===== src/rtl/pong_state_engine_if.sv =====
// State-RAM write port driven by the pong game engine and read back by the
// layer-1 tile generator side of the dual-port RAM.
interface pong_state_engine_if #(
  parameter int AW = 6,
  parameter int DW = 8
);
  logic          we;
  logic [AW-1:0] address;
  logic [DW-1:0] data;

  modport master (output we, address, data);
  modport slave  (input  we, address, data);
endinterface


===== src/rtl/pong_state_engine.sv =====
// Per-frame pong game logic: moves paddles and ball, scores misses, then
// streams the 8-byte game-state record into the state RAM.
module pong_state_engine #(
  parameter int GRID_W   = 120,
  parameter int GRID_H   = 68,
  parameter int PADDLE_H = 10,
  parameter int P1_X     = 1,
  parameter int P2_X     = 118,
  parameter int BALL_DIV = 2
) (
  input  logic                 i_clk,
  input  logic                 i_rst,
  input  logic                 i_frame_start,
  input  logic                 i_p1_up,
  input  logic                 i_p1_down,
  input  logic                 i_p2_up,
  input  logic                 i_p2_down,
  pong_state_engine_if.master  ram,
  output logic [3:0]           o_score_p1,
  output logic [3:0]           o_score_p2,
  output logic                 o_busy
);

  localparam logic [7:0] PMAX   = 8'(GRID_H - PADDLE_H);
  localparam logic [7:0] PY0    = 8'((GRID_H - PADDLE_H) / 2);
  localparam logic [7:0] XC     = 8'(GRID_W / 2);
  localparam logic [7:0] YC     = 8'(GRID_H / 2);
  localparam logic [7:0] XMAX   = 8'(GRID_W - 1);
  localparam logic [7:0] YMAX   = 8'(GRID_H - 1);
  localparam logic [7:0] P1X8   = 8'(P1_X);
  localparam logic [7:0] P2X8   = 8'(P2_X);
  localparam logic [7:0] PH8    = 8'(PADDLE_H);
  localparam logic [7:0] P1_HIT = 8'(P1_X + 1);
  localparam logic [7:0] P2_HIT = 8'(P2_X - 1);
  localparam logic [3:0] DIV_LAST = 4'(BALL_DIV - 1);

  typedef enum logic [2:0] {S_IDLE, S_PADDLES, S_BALL, S_COLLIDE, S_WRITE} state_e;

  state_e      state_q, state_d;
  logic [7:0]  p1_y_q, p1_y_d, p2_y_q, p2_y_d;
  logic [7:0]  bx_q, bx_d, by_q, by_d;
  logic        dx_q, dx_d, dy_q, dy_d;   // 1 = moving towards smaller coordinate
  logic        dy_n;
  logic [3:0]  div_q, div_d;
  logic [3:0]  s1_q, s1_d, s2_q, s2_d;
  logic        we_q, we_d, busy_q, busy_d;
  logic [5:0]  addr_q, addr_d;
  logic [7:0]  data_q, data_d;

  function automatic logic [7:0] paddle_step(logic [7:0] y, logic up, logic dn);
    if (up && !dn) return (y == 8'd0) ? 8'd0 : y - 8'd1;
    if (dn && !up) return (y >= PMAX) ? PMAX : y + 8'd1;
    return y;
  endfunction

  // 9-bit compare so py + PADDLE_H - 1 cannot wrap near the bottom edge
  function automatic logic in_span(logic [7:0] py, logic [7:0] y);
    logic [8:0] top;
    top = {1'b0, py} + 9'(PADDLE_H - 1);
    return ({1'b0, y} >= {1'b0, py}) && ({1'b0, y} <= top);
  endfunction

  function automatic logic [3:0] sat_inc(logic [3:0] s);
    return (s >= 4'd9) ? 4'd9 : s + 4'd1;
  endfunction

  function automatic logic [7:0] rec_byte(logic [2:0] a, logic [7:0] y1,
                                          logic [7:0] y2, logic [7:0] bx,
                                          logic [7:0] by);
    case (a)
      3'd0:    return P1X8;
      3'd1:    return y1;
      3'd2:    return PH8;
      3'd3:    return P2X8;
      3'd4:    return y2;
      3'd5:    return PH8;
      3'd6:    return bx;
      default: return by;
    endcase
  endfunction

  always_comb begin
    state_d = state_q;
    p1_y_d  = p1_y_q;
    p2_y_d  = p2_y_q;
    bx_d    = bx_q;
    by_d    = by_q;
    dx_d    = dx_q;
    dy_d    = dy_q;
    dy_n    = dy_q;
    div_d   = div_q;
    s1_d    = s1_q;
    s2_d    = s2_q;
    we_d    = we_q;
    busy_d  = busy_q;
    addr_d  = addr_q;
    data_d  = data_q;
    case (state_q)
      S_IDLE: begin
        if (i_frame_start) begin
          state_d = S_PADDLES;
          busy_d  = 1'b1;
        end
      end
      S_PADDLES: begin
        p1_y_d  = paddle_step(p1_y_q, i_p1_up, i_p1_down);
        p2_y_d  = paddle_step(p2_y_q, i_p2_up, i_p2_down);
        state_d = S_BALL;
      end
      S_BALL: begin
        if (div_q >= DIV_LAST) begin
          div_d = 4'd0;
          if ((by_q == 8'd0 && dy_q) || (by_q == YMAX && !dy_q)) dy_n = ~dy_q;
          dy_d = dy_n;
          by_d = dy_n ? by_q - 8'd1 : by_q + 8'd1;
          bx_d = dx_q ? bx_q - 8'd1 : bx_q + 8'd1;
        end else begin
          div_d = div_q + 4'd1;
        end
        state_d = S_COLLIDE;
      end
      S_COLLIDE: begin
        // paddle hits are checked first so they win over a miss
        if (bx_q == P1_HIT && dx_q && in_span(p1_y_q, by_q)) begin
          dx_d = 1'b0;
        end else if (bx_q == P2_HIT && !dx_q && in_span(p2_y_q, by_q)) begin
          dx_d = 1'b1;
        end else if (bx_q == 8'd0) begin
          s2_d = sat_inc(s2_q);
          bx_d = XC;
          by_d = YC;
          dx_d = 1'b1;
        end else if (bx_q == XMAX) begin
          s1_d = sat_inc(s1_q);
          bx_d = XC;
          by_d = YC;
          dx_d = 1'b0;
        end
        state_d = S_WRITE;
        we_d    = 1'b1;
        addr_d  = 6'd0;
        data_d  = P1X8;
      end
      S_WRITE: begin
        if (addr_q == 6'd7) begin
          we_d    = 1'b0;
          busy_d  = 1'b0;
          state_d = S_IDLE;
        end else begin
          addr_d = addr_q + 6'd1;
          data_d = rec_byte(addr_q[2:0] + 3'd1, p1_y_q, p2_y_q, bx_q, by_q);
        end
      end
      default: state_d = S_IDLE;
    endcase
  end

  always_ff @(posedge i_clk) begin
    if (i_rst) begin
      state_q <= S_IDLE;
      p1_y_q  <= PY0;
      p2_y_q  <= PY0;
      bx_q    <= XC;
      by_q    <= YC;
      dx_q    <= 1'b0;
      dy_q    <= 1'b0;
      div_q   <= 4'd0;
      s1_q    <= 4'd0;
      s2_q    <= 4'd0;
      we_q    <= 1'b0;
      busy_q  <= 1'b0;
      addr_q  <= 6'd0;
      data_q  <= 8'd0;
    end else begin
      state_q <= state_d;
      p1_y_q  <= p1_y_d;
      p2_y_q  <= p2_y_d;
      bx_q    <= bx_d;
      by_q    <= by_d;
      dx_q    <= dx_d;
      dy_q    <= dy_d;
      div_q   <= div_d;
      s1_q    <= s1_d;
      s2_q    <= s2_d;
      we_q    <= we_d;
      busy_q  <= busy_d;
      addr_q  <= addr_d;
      data_q  <= data_d;
    end
  end

  assign ram.we      = we_q;
  assign ram.address = addr_q;
  assign ram.data    = data_q;
  assign o_score_p1  = s1_q;
  assign o_score_p2  = s2_q;
  assign o_busy      = busy_q;

endmodule

===== src/flat_wrapper.sv =====
// flat-port wrapper written by rule: the top's interface ports become plain ports
module pong_state_engine_flat 
#(
  parameter int GRID_W   = 120,
  parameter int GRID_H   = 68,
  parameter int PADDLE_H = 10,
  parameter int P1_X     = 1,
  parameter int P2_X     = 118,
  parameter int BALL_DIV = 2
)
  (i_clk, i_rst, i_frame_start, i_p1_up, i_p1_down, i_p2_up, i_p2_down, o_score_p1, o_score_p2, o_busy, ram_we, ram_address, ram_data);
  pong_state_engine_if ram_i ();
  input  logic i_clk;
  input  logic i_rst;
  input  logic i_frame_start;
  input  logic i_p1_up;
  input  logic i_p1_down;
  input  logic i_p2_up;
  input  logic i_p2_down;
  output logic [3:0] o_score_p1;
  output logic [3:0] o_score_p2;
  output logic o_busy;
  output wire logic [$bits(ram_i.we)-1:0] ram_we;
  output wire logic [$bits(ram_i.address)-1:0] ram_address;
  output wire logic [$bits(ram_i.data)-1:0] ram_data;
  assign ram_we = ram_i.we;
  assign ram_address = ram_i.address;
  assign ram_data = ram_i.data;
  pong_state_engine #(.GRID_W(GRID_W), .GRID_H(GRID_H), .PADDLE_H(PADDLE_H), .P1_X(P1_X), .P2_X(P2_X), .BALL_DIV(BALL_DIV)) u_core (.i_clk(i_clk), .i_rst(i_rst), .i_frame_start(i_frame_start), .i_p1_up(i_p1_up), .i_p1_down(i_p1_down), .i_p2_up(i_p2_up), .i_p2_down(i_p2_down), .ram(ram_i), .o_score_p1(o_score_p1), .o_score_p2(o_score_p2), .o_busy(o_busy));
endmodule

===== config.mk =====
export PLATFORM = sky130hd
export DESIGN_NAME = pong_state_engine_flat
export DESIGN_NICKNAME = d
export VERILOG_FILES = /design/src/rtl/pong_state_engine_if.sv /design/src/rtl/pong_state_engine.sv /design/src/flat_wrapper.sv
export SDC_FILE = /design/constraint.sdc
export NUM_CORES = 1
export LEC_CHECK = 0
export BUFFER_PORTS_ARGS = -buffer_cell sky130_fd_sc_hd__buf_2
export CAP_MARGIN = 20
export CORE_ASPECT_RATIO = 0.7
export CORE_MARGIN = 3
export CORE_UTILIZATION = 55
export CTS_BUF_LIST = sky130_fd_sc_hd__clkbuf_16
export DETAILED_ROUTE_END_ITERATION = 10
export GPL_TIMING_DRIVEN = 0
export MAX_ROUTING_LAYER = met4
export PLACE_DENSITY_LB_ADDON = 0.2
export SYNTH_ARGS = -nofsm -noshare
export SYNTH_HDL_FRONTEND = slang
export SYNTH_SLANG_ARGS = --single-unit

===== constraint.sdc =====
create_clock -name i_clk -period 3.5 [get_ports i_clk]
set_clock_uncertainty 0.05 [all_clocks]
set_input_delay 0.35 -clock i_clk [delete_from_list [all_inputs] [get_ports i_clk]]
set_output_delay 0.35 -clock i_clk [all_outputs]
set_load 0.01 [all_outputs]

==> flow_summary_export.csv <==
group,metric,value,unit
synth,synth_area_leaders,"dfxtp_1 25%, ha_1 17%, a21oi_1 5.8%",
pwr,combPwrFrac,13.5,%
synth,ys_seq_area_share,25.1,%
setup_path,worstPathArrival,3410,ps
setup_path,path_max_fanout,9,
synth,synth_top_cell_area_share,25.1,%
global_route,grt_pass1_vias,4825,
detailed_routing,ant_nets,0,
sta,setup-tns-final,0,ps
clocking,clkSinkCount,65,
synth,synth_common_cells,"70 x ha_1, 65 x dfxtp_1, 61 x nor2_1, 60 x a21oi_1, 44 x inv_1",
detailed_routing,drt_iter0_drc,639,
finish,diodes,0,
sta,max_freq,0.312,GHz
setup_path,r2r_slack,300,ps
worst_hold_path,whs_path_depth,3,
setup_path,r2r-start,"u_core.by_q[5]",
pwr,swShare,26.6,%
sta,whs,233,ps
place,place_hpwl,11400,um
sta,fin_crit,3200,ps
synth,synth_seq_cells,65,
clocking,max-clock-path-buffers,2,
flow_run,maxCapViolations,0,
synth,syn_area,0.00519,mm2
finish,drive_gt1_share,7.65,%
finish,post-route-util,66.3,%
setup_path,cp_slowest_stage_delay,570,ps
setup_path,crit_chain,"or4_4, o41ai_4, o2bb2a_4, ha_1, a21oi_1, o211ai_1, o41ai_2, xor2_1, or3_1, a31oi_1",
finish,nNetsFinal,781,
global_route,grt_pass1_wl,24700,um
global_route,met2_usage,42.7,%
floorplanning,io_pins,31,
place,dp_slack,236,ps
clocking,clkTransAtPathRegs,60,ps
synth,synth-main-ff-cell,"dfxtp_1",
sta,setup_violations,0,
synth,syn_nets,740,
clocking,numCtsBuffers,9,
synth,synth.largest_area_cell,"dfxtp_1",
clocking,clk_latency,340,ps
synth,ys_warn_count,0,
sta,slew_headroom,34.3,%
pwr,ir_worst_vdd,0.000261,V
outcome,run_status,"finished clean",
synth,synth.most_common_cell,"ha_1",
synth,synth_edf_count,0,
pwr,p_leak,2.47,nW
sta,slew_viol_final,0,
global_route,grt_use_total,30.6,%
setup_path,rr_worst_depth,10,
clocking,root_buffer,"clkbuf_16",
floorplanning,core-area,0.00879,mm2
synth,synthDistinctLibCells,63,
sta,hold_viol,0,
floorplanning,initial_core_util,59.0,%
setup_path,critical_path_class,"register to register",
worst_hold_path,hp-class,"primary input to register",
global_route,overflow,0,
synth,synthCells,661,
clocking,cts_setup_buffers,0,
synth,async_reset_ff_share,0,%
finish,area_growth,12.4,%
setup_path,r2r-end,"u_core.by_q[7]",
finish,fillerInstances,741,
detailed_routing,drc,0,
detailed_routing,drt-total-wl,15300,um
pwr,p_clk_share,48.9,%
setup_path,worst_ep_required_time,3710,ps
worst_hold_path,holdPathEnd,"u_core.state_q[0]",
detailed_routing,firstDrtPassIters,5,
floorplanning,std_cell_rows,28,
detailed_routing,vias,5274,
setup_path,cp_slowest_cell,"or4_4",
place,port_buffers,30,
global_route,grt.busiest_layer,"met2",
sta,rsz0062_at_grt,"no",
floorplanning,fp.dieArea,0.0106,mm2
setup_path,end_kind,"register",
detailed_routing,viasPerCell,6.38,
pwr,p_per_area,363,mW/mm2
sta,setup_ws,299,ps
floorplanning,dieHeight,87.2,um
pwr,p_sw,563,uW
pwr,seqPwrFrac,37.6,%
pwr,internal_power,1.55,mW
detailed_routing,wl_per_cell,18.5,um
floorplanning,fp.dieW,122,um
global_route,met3_usage,9.48,%
global_route,grt_max_degree,12,
global_route,grt_util_met1,42.6,%
sta,min_period_over_period,91.5,%
setup_path,startpoint_type,"register",
global_route,antenna_found_initial,0,
worst_hold_path,hp-start,"i_frame_start",
sta,tightest_slew,978,ps
clocking,cts_max_level,3,
synth,post_synth.cell_area_avg,7.85,um2
place,routabilityCongestion,0.981,
clocking,cts_tree,"yes",
[worst max-delay path by stage]
| stage | startpoint | endpoint | slack [ps] | depth (start not counted) |
|---|---|---|---|---|
| 6_report | u_core.by_q[5] | u_core.by_q[7] | 300 | 10 |
| 3_3_place_gp | u_core.by_q[3] | u_core.by_q[7] | 290 | 10 |
| 5_1_grt | u_core.by_q[3] | u_core.by_q[7] | 60 | 10 |
| 3_5_place_dp | u_core.by_q[3] | u_core.by_q[7] | 240 | 10 |
| 4_1_cts | u_core.by_q[3] | u_core.by_q[7] | 220 | 10 |
| 2_1_floorplan | u_core.by_q[3] | u_core.by_q[7] | 560 | 10 |
[registers in the layout, indices dropped and copies added (netlist names)]
signal	flops
u_core.o_score_p1	4
u_core.dx_q	1
u_core.ram.we	1
u_core.dy_q	1
u_core.o_busy	1
u_core.ram.data	8
u_core.p1_y_q	8
u_core.state_q	3
u_core.o_score_p2	4
u_core.by_q	8
u_core.div_q	4
u_core.ram.address	6
u_core.bx_q	8
u_core.p2_y_q	8
[per-layer routing]
metal	up-vias	part of all wire, %
li1	2511	-
met1	2496	47
met2	241	42
met3	26	9.2
met4	0	1.6
met5	-	0
[cell usage in the layout (no fill, tap or decap), types with 3 or more instances in the layout]
cell type  instances
nand2b_1           3
nand4_1            8
nor2b_1            4
bufinv_16          3
a211o_1            3
nand2_1           29
o31ai_1            4
nor3b_1            5
a21o_1             6
nor2_1            61
nor3_1            31
xnor2_1           23
xor2_1             9
a21boi_0           5
ha_1              70
nand3b_1           4
a32oi_1            4
o2111ai_1          3
clkbuf_1          30
nor4_1             5
inv_1             44
a211oi_1          13
o211ai_1           9
a31oi_1           11
a41oi_1            3
a221oi_1           8
o21bai_1           9
and3_1             8
a22oi_1            4
dfxtp_1           65
clkbuf_16          9
buf_2             32
nand3_1           30
a21oi_1           60
o21a_1             5
o21ai_0           39
or3_1              8
[layout make-up]
class,count,area (um2),share of cell area [%]
multi-input cells,517,3590,61.7
flip-flops and latches,65,1300,22.3
clock buffers,9,225,3.87
inverters,46,173,2.96
repair buffers,30,150,2.58
well taps,120,150,2.58
plain buffers,33,126,2.17
clock inverters,6,108,1.85
[critical path: cells and delay by family, from the launching register on]
kind	cells	cell delay, ps
DFF	1	480
and+or+nand+nor	2	930
adders and majority gates	1	270
xor gates and xnor gates	1	130
AOI/OAI and AO/OA	6	1260
[power groups by stage]
stage	Combinational [mW]	Clock [mW]	Sequential (mW)
after floorplan	0.201	0	0.801
after global placement	0.269	0	0.809
after detailed placement	0.278	0	0.811
after CTS	0.281	1.05	0.794
after global routing	0.323	1.08	0.799
final	0.286	1.04	0.796
[logic make-up after synthesis]
logic type	after synthesis	share of synthesized area, %
muxes	2	0.386
xor gates and xnor gates	32	5.40
buffers and inverters	79	5.77
AOI/OAI and AO/OA	203	25.7
adders and majority gates	72	17.7
DFF	65	25.1
and+or+nand+nor	208	20.0
[metrics by stage]
step / instances / area, um2 / total power [mW]
after floorplan: 661 / 5190 / 1.00
after detailed placement: 811 / 5490 / 1.09
after CTS: 826 / 5820 / 2.12
after global routing: 826 / 5830 / 2.20
final: 826 / 5830 / 2.12
after global placement: 811 / 5490 / 1.08
[what timing repair did]
item                                    in CTS  in global routing
gates resized for setup                      0                  1
hold buffers                                 0                  0
endpoints found under the setup margin       0                  1
Note: power is estimated with default switching activity, not from simulation.
